File: src/rtl/fetch_queue_unit.sv
// Instruction fetch unit: owns the PC, keeps one memory read outstanding and
// buffers returned words in a prefetch FIFO presented to decode via valid/ready.
module fetch_queue_unit #(
    parameter int unsigned WORD_SIZE    = 9,
    parameter int unsigned ADDR_WIDTH   = 8,
    parameter int unsigned BUFFER_DEPTH = 4,
    parameter int unsigned RESET_PC     = 0
) (
    input  logic                            clock,
    input  logic                            reset,
    input  logic                            fetch_enable,
    output logic                            mem_req,
    output logic [ADDR_WIDTH-1:0]           mem_addr,
    input  logic                            mem_valid,
    input  logic [2*WORD_SIZE-1:0]          mem_data,
    input  logic                            redirect,
    input  logic [ADDR_WIDTH-1:0]           redirect_addr,
    output logic [2*WORD_SIZE-1:0]          instruction,
    output logic [ADDR_WIDTH-1:0]           instruction_pc,
    output logic                            instruction_valid,
    input  logic                            instruction_ready,
    output logic [$clog2(BUFFER_DEPTH):0]   buffer_count
);

    localparam int unsigned INSTR_W = 2 * WORD_SIZE;
    localparam int unsigned PTR_W   = $clog2(BUFFER_DEPTH);
    localparam int unsigned CNT_W   = PTR_W + 1;

    typedef enum logic [1:0] {
        IDLE    = 2'd0,
        REQUEST = 2'd1,
        DISCARD = 2'd2
    } state_t;

    typedef struct packed {
        logic [INSTR_W-1:0]    word;
        logic [ADDR_WIDTH-1:0] pc;
    } entry_t;

    entry_t                fifo [BUFFER_DEPTH];
    state_t                state;
    logic [ADDR_WIDTH-1:0] pc;
    logic [PTR_W-1:0]      head;
    logic [PTR_W-1:0]      tail;
    logic [CNT_W-1:0]      count;
    logic                  push;
    logic                  pop;

    // Redirect cancels both the response push and any decode pop in its cycle.
    assign push = (state == REQUEST) && mem_valid && !redirect;
    assign pop  = (count != '0) && instruction_ready && !redirect;

    assign buffer_count      = count;
    assign instruction_valid = (count != '0);

    always_comb begin
        instruction    = '0;
        instruction_pc = '0;
        if (count != '0) begin
            instruction    = fifo[head].word;
            instruction_pc = fifo[head].pc;
        end
    end

    // Storage needs no reset: count gates every read.
    always_ff @(posedge clock) begin
        if (push) begin
            fifo[tail] <= {mem_data, pc};
        end
    end

    always_ff @(posedge clock or posedge reset) begin
        if (reset) begin
            state    <= IDLE;
            pc       <= ADDR_WIDTH'(RESET_PC);
            mem_req  <= 1'b0;
            mem_addr <= ADDR_WIDTH'(RESET_PC);
            head     <= '0;
            tail     <= '0;
            count    <= '0;
        end else if (redirect) begin
            pc    <= redirect_addr;
            head  <= '0;
            tail  <= '0;
            count <= '0;
            // A request already on the bus must still see its response; drop it.
            if (state == REQUEST && !mem_valid) begin
                state <= DISCARD;
            end else if (state != IDLE && mem_valid) begin
                state   <= IDLE;
                mem_req <= 1'b0;
            end
        end else begin
            if (push) tail <= tail + PTR_W'(1);
            if (pop)  head <= head + PTR_W'(1);
            count <= count + CNT_W'(push) - CNT_W'(pop);
            case (state)
                IDLE: begin
                    // Issue only with a free slot so the response can never overflow.
                    if (fetch_enable && count < CNT_W'(BUFFER_DEPTH)) begin
                        state    <= REQUEST;
                        mem_req  <= 1'b1;
                        mem_addr <= pc;
                    end
                end
                REQUEST: begin
                    if (mem_valid) begin
                        state   <= IDLE;
                        mem_req <= 1'b0;
                        pc      <= pc + ADDR_WIDTH'(1);
                    end
                end
                DISCARD: begin
                    if (mem_valid) begin
                        state   <= IDLE;
                        mem_req <= 1'b0;
                    end
                end
                default: begin
                    state   <= IDLE;
                    mem_req <= 1'b0;
                end
            endcase
        end
    end

endmodule

File: config.mk
export PLATFORM = sky130hd
export DESIGN_NAME = fetch_queue_unit
export DESIGN_NICKNAME = d
export VERILOG_FILES = /design/src/rtl/fetch_queue_unit.sv
export SDC_FILE = /design/constraint.sdc
export NUM_CORES = 1
export LEC_CHECK = 0
export CAP_MARGIN = 40
export CORE_ASPECT_RATIO = 1.75
export CORE_MARGIN = 2
export CORE_UTILIZATION = 50
export DETAILED_ROUTE_END_ITERATION = 7
export GPL_ROUTABILITY_DRIVEN = 0
export PLACE_DENSITY = 0.74
export SLEW_MARGIN = 20
export SYNTH_ARGS = -nofsm -noshare
export SYNTH_HDL_FRONTEND = slang
export SYNTH_SLANG_ARGS = --single-unit
File: constraint.sdc
create_clock -name clock -period 7.2 [get_ports clock]
set_clock_uncertainty 0.05 [all_clocks]
set_input_delay 1.44 -clock clock [delete_from_list [all_inputs] [get_ports clock]]
set_output_delay 1.44 -clock clock [all_outputs]
set_load 0.01 [all_outputs]
Word level (Yosys, flattened, before mapping)
Memories as Yosys holds them, arrays and structs flattened.
Cells that the tools add are included.
{"block": "totals", "ff_bits": 26, "latch_bits": 0, "ramBits": 104, "rom_bits": 0, "inputBits": 32, "out_inout_bits": 39, "wordCells": 67, "n_memories": 1}
{"block": "classes", "add_sub_neg": 5, "mul": 0, "n_div": 0, "order_cmp": 1, "eq_ne": 7, "n_shift": 0, "mux": 24, "n_bitwise": 1, "n_reduce_logical": 21}
{"name": "fifo", "words": 4, "width": 26, "read_ports": 1, "rd_ports_with_merged_regs": 0, "wr": 1, "line": "40", "text": "entry_t fifo [BUFFER_DEPTH];"}
{"cell": "8-bit 2-to-1 mux", "n": 4}
{"cell": "18-bit 2-to-1 mux", "n": 1}
{"cell": "2-bit 2-to-1 mux", "n": 9}
{"cell": "2-bit nonzero test", "n": 5}
{"cell": "8-bit by 1-bit adder with 8-bit output (second input constant)", "n": 1}
{"cell": "1-bit logical AND", "n": 7}
{"cell": "1-bit 2-to-1 mux", "n": 7}
{"cell": "3-bit by 1-bit != test with 1-bit output (second input constant)", "n": 2}
{"cell": "3-bit AND reduction", "n": 2}
{"cell": "2-bit by 1-bit adder with 2-bit output (second input constant)", "n": 2}
{"cell": "2-bit one-hot mux with 2 select lines", "n": 1}
{"cell": "4-bit AND reduction", "n": 1}
{"cell": "3-bit by 1-bit adder with 3-bit output", "n": 1}
{"cell": "3-bit < comparator (second input constant)", "n": 1}
{"cell": "3-bit 2-to-1 mux", "n": 1}
{"cell": "3-bit != test (second input constant)", "n": 1}
{"cell": "3-bit nonzero test", "n": 1}
{"cell": "3-bit by 1-bit subtractor with 3-bit output", "n": 1}
{"cell": "2-bit by 1-bit equality test with 1-bit output (second input constant)", "n": 1}
{"cell": "2-bit equality test (second input constant)", "n": 1}
{"cell": "1-bit zero test", "n": 2}
{"cell": "2-bit zero test", "n": 1}
{"cell": "2-bit by 1-bit != test with 1-bit output (second input constant)", "n": 1}
{"cell": "2-bit != test (second input constant)", "n": 1}
{"cell": "4 further kinds", "n": 4}

Logic depth before layout (Yosys ltp)
{"block": "logic_depth", "word_depth": 6, "mapped_depth": 12, "mapped_depth_nobuf": 12}

Worst setup path after synthesis
OpenSTA, ideal clock, no wires.
{"block": "synth_path", "path_kind": "input to register", "from": "in redirect", "to": "reg count[2], in the netlist buffer_count[2]", "setup_ns": 0.132, "arrival_ns": 2.997, "required_ns": 7.018, "path_slack_ns": 4.021, "path_stages": 10, "path_buffers": 2, "path_cell_list": "buf_2 > clkbuf_1 > nor2_1 > ha_1 > inv_1 > ha_1 > inv_1 > fa_1 > xnor2_1 > nor2_1"}
{"block": "synth_via", "elab_chain_len": 5, "word_cells_on_any_way": 6, "classes_between": "add/sub (2); mux (1); reduce/logical (3)"}
{"item": "from (decl)", "line": "16", "text": "input logic redirect,"}
{"item": "1-bit zero test", "line": "50, 51"}
{"item": "1-bit logical AND", "line": "50", "text": "assign push = (state == REQUEST) && mem_valid && !redirect;"}
{"item": "3-bit by 1-bit adder with 3-bit output", "line": "96", "text": "count <= count + CNT_W'(push) - CNT_W'(pop);"}
{"item": "3-bit by 1-bit subtractor with 3-bit output", "line": "96"}
{"item": "3-bit 2-to-1 mux *", "line": "81", "text": "end else if (redirect) begin"}
{"item": "to (signal assigned)", "line": "96"}
{"item": "to (decl)", "line": "45", "text": "logic [CNT_W-1:0] count;"}
Mark *: on every way between the ends. The rest lies on a longest branch, timed or not.
A chain may end at the register's enable or synchronous reset.

Worst setup path after layout
{"block": "layout_path", "from": "reg head[0]", "to": "out instruction_pc[4]"}
{"block": "layout_via", "elab_chain_len": 2}
{"item": "from (decl)", "line": "43", "text": "logic [PTR_W-1:0] head;"}
{"item": "from (signal assigned)", "line": "95", "text": "if (pop) head <= head + PTR_W'(1);"}
{"item": "memory 4 x 26 bit"}
{"item": "8-bit 2-to-1 mux", "line": "59", "text": "if (count != '0) begin"}
{"item": "to (decl)", "line": "19", "text": "output logic [ADDR_WIDTH-1:0] instruction_pc,"}
No other way between the ends.

==> impl_metrics.tcl <==
set metrics [dict create \
    synth-warning-count 0 \
    fp.coreArea_sq_mm 0.0106 \
    timing.critical_path.slowest_stage_cell "sky130_fd_sc_hd__dfrtp_2" \
    grt_first_pass_wirelength_mm 15.3 \
    hold_path.class "reg -> reg" \
    max-slew-margin-rel_pct 65.2 \
    finalCriticalPeriod_ns 3.97 \
    mappedNetlistArea_sq_mm 0.00536 \
    clkSlewWorstSetupHoldPaths_ns 0.05 \
    cts-htree-levels 4 \
    syn2layout_area_growth_pct 27.2 \
    static_power_due_to_leakage_nw 2.37 \
    power_density_over_cell_area_mw_per_mm2 367 \
    grt_setup_unrepaired "no" \
    type_of_the_setup_path_with_the_least_slack "reg -> out" \
    die_w_um 82.2 \
    hold_violations 0 \
    cts.sink_count 130 \
    route.detailed.wl_per_inst_um 18.1 \
    grt_max_degree 33 \
    total_half_perimeter_wirelength_after_legalization_and_detailed_placement_mm 5.98 \
    critical_path.max_stage_delay_ns 0.64 \
    post_synth_top_area_share_pct 58.3 \
    max_freq_mhz 252 \
    placement_rows 50 \
    drt_first_iter_violations 132 \
    layout_worst_path_cycle_share_pct 55.2 \
    synth_top_flop_cell "sky130_fd_sc_hd__edfxtp_1" \
    drive_gt1_share_pct 19.1 \
    cts_resized 0 \
    seq_area_frac_synth_pct 70.5 \
    nNetsFinal 427 \
    first_global_vias 3079 \
    cp_top_family "buffers and inverters" \
    ctsRootBufferMaster "sky130_fd_sc_hd__clkbuf_16" \
    finalWirelength_mm 9.53 \
    synth-async-reset-ratio_pct 20.0 \
    postSynthRegisterBits 130 \
    post_synth_inst_count 299 \
    timing.setup.tns_ns 0 \
    outcome "completed" \
    post_drt_via_cell_ratio 5.50 \
    worst_slew_pin_tran_ns 0.521 \
    synth_area_leaders "sky130_fd_sc_hd__edfxtp_1, sky130_fd_sc_hd__dfrtp_1, sky130_fd_sc_hd__mux4_2" \
    yosysUniqueCellTypes 40 \
    synth_fp_nets 341 \
    timing.final.max_slew_violations 0 \
    overflow_after_grt 0 \
    final_core_utilization_pct 64.4 \
    crit_path_max_fo 16 \
    finalSetupViolCount 0 \
    cts_post_setup_buffers_inserted 0 \
    worstPathRequired_ns 5.71 \
    critical_path.n_buffers_inverters 2 \
    cp-start-kind "register" \
    number_of_fillers_in_the_final_layout 747 \
    initial_utilization_pct 50.7 \
    floorplan.die_area_sq_mm 0.0116 \
    clock_latency_at_the_later_pin_of_the_worst_skew_pair_ns 0.40 \
    drc 0 \
    drt-pass1-iter-count 4 \
    die_y_um 141 \
    max_cap_violations 0 \
    port-buffer-count 70 \
    synth_top_area_cell "sky130_fd_sc_hd__edfxtp_1" \
    cts_buffer_depth 2 \
    total_clock_buffers_created_by_cts 17 \
    cp_data_arrival_time_ns 2.48 \
    critPathCaptureType "output port" \
    track_usage_pct 18.4 \
    tritoncts_clock_tree "done" \
    dr_total_vias 2896 \
    boundaryPins 71 \
    synth_area_per_cell_sq_um 17.9 \
    antennaDiodeCount 0 \
    synth_edf_count 104 \
    irDropWorstVdd_uv 223 \
    ctsHoldBuffers 0 \
    grt_antenna_before_repair 0 \
    cells_traversed_along_the_worst_timing_path "buf_12, mux4_2, nor2b_1, clkdlybuf4s50_1" \
    route.antenna.remaining_nets 0 \
]
==> worst register-to-register path: cells and delay by family, from the launching register on <==
family	cells	cell delay (ns)
and+or+nand+nor	3	0.50
xor gates and xnor gates	1	0.16
DFF	1	0.40
buffers and inverters	4	0.27
adders and majority gates	4	1.06
==> metrics by stage <==
step	std cells	cell area (sq um)	power, mW	worst slack, ns	hold WS (ns)
global route	527	6810	2.62	3.09	0.477
global placement	494	6200	1.68	3.37	0.426
floorplan	299	5360	1.36	4.02	0.463
finish	527	6810	2.50	3.23	0.452
detailed placement	496	6240	1.70	3.32	0.444
CTS	527	6810	2.53	3.17	0.457
==> power by group <==
part | internal (mW) | total, mW | leakage [nW] | switching [mW]
registers | 0.882 | 0.952 | 1.27 | 0.0703
logic | 0.419 | 0.724 | 0.824 | 0.304
clock network | 0.538 | 0.827 | 0.281 | 0.288
total | 1.84 | 2.50 | 2.37 | 0.663
==> final timing paths <==
check	start	to	slack (ns)	cells after the start
worst max-delay path	head[0]	instruction_pc[4]	3.23	4
worst min-delay path	mem_req	mem_req	0.45	1
worst max register to register	state[1]	buffer_count[2]	4.65	12
worst min register to register	mem_req	mem_req	0.45	1
max in group asynchronous	reset	pc[4]	5.41	3
min in group asynchronous	reset	head[1]	1.25	2
==> cell usage after synthesis (2+ instances only) <==
master                     number
sky130_fd_sc_hd__o211ai_1       4
sky130_fd_sc_hd__ha_1           9
sky130_fd_sc_hd__buf_2          5
sky130_fd_sc_hd__nand3_1        6
sky130_fd_sc_hd__nor2_1        11
sky130_fd_sc_hd__mux2_2         8
sky130_fd_sc_hd__and2_1         5
sky130_fd_sc_hd__edfxtp_1     104
sky130_fd_sc_hd__o21ai_0        4
sky130_fd_sc_hd__dfrtp_1       26
sky130_fd_sc_hd__a21oi_1        2
sky130_fd_sc_hd__o311ai_0       3
sky130_fd_sc_hd__inv_1         11
sky130_fd_sc_hd__mux4_2        26
sky130_fd_sc_hd__xor2_1         4
sky130_fd_sc_hd__or4_1          3
sky130_fd_sc_hd__buf_6          3
sky130_fd_sc_hd__xnor2_1        3
sky130_fd_sc_hd__nor2b_1       28
sky130_fd_sc_hd__clkbuf_1       3
sky130_fd_sc_hd__nand2_1       12
==> metal layers <==
| metal | global-route usage [%] | part of all wire [%] |
|---|---|---|
| met5 | 0 | 0 |
| met4 | 7.54 | 2.5 |
| met3 | 5.89 | 4.2 |
| met2 | 32.3 | 57 |
| met1 | 19.9 | 36 |
==> final cells by class <==
cell class	count	area (sq um)	share of cell area, %
flip-flops and latches	130	3770	55.4
well taps	130	163	2.39
clock inverters	11	139	2.04
multi-input cells	146	1470	21.6
clock buffers	20	437	6.41
repair buffers	79	788	11.6
inverters	11	41.3	0.606
==> state kept, by name, indices dropped and copies added (netlist names) <==
name and count:
pc 8, tail 2, buffer_count 3, mem_req 1, fifo 104, head 2
state 2, mem_addr 8
==> cell families (layout without fill, tap and decap cells) <==
kind of cell    count (synthesis)  count (layout)  share of synthesized area, %
flops                         130             130                          70.5
simple gates                   74              74                          8.20
mux                            35              35                          12.8
buf+inv                        23             121                          2.22
compound gates                 20              20                          2.69
fa+ha+maj                      10              10                          2.48
xor+xnor                        7               7                          1.14
==> cell usage in the layout (no fill, tap or decap), types with 5 or more instances in the layout <==
master	netlist	final
sky130_fd_sc_hd__dfrtp_1	26	25
sky130_fd_sc_hd__ha_1	9	9
sky130_fd_sc_hd__nor2_1	11	11
sky130_fd_sc_hd__mux4_2	26	26
sky130_fd_sc_hd__inv_1	11	11
sky130_fd_sc_hd__edfxtp_1	104	104
sky130_fd_sc_hd__clkdlybuf4s50_1	0	70
sky130_fd_sc_hd__and2_1	5	5
sky130_fd_sc_hd__buf_4	1	7
sky130_fd_sc_hd__nor2b_1	28	28
sky130_fd_sc_hd__nand2_1	12	12
sky130_fd_sc_hd__nand3_1	6	6
sky130_fd_sc_hd__mux2_2	8	8
sky130_fd_sc_hd__clkbuf_16	0	17
Note: power is estimated with default switching activity, not from simulation.
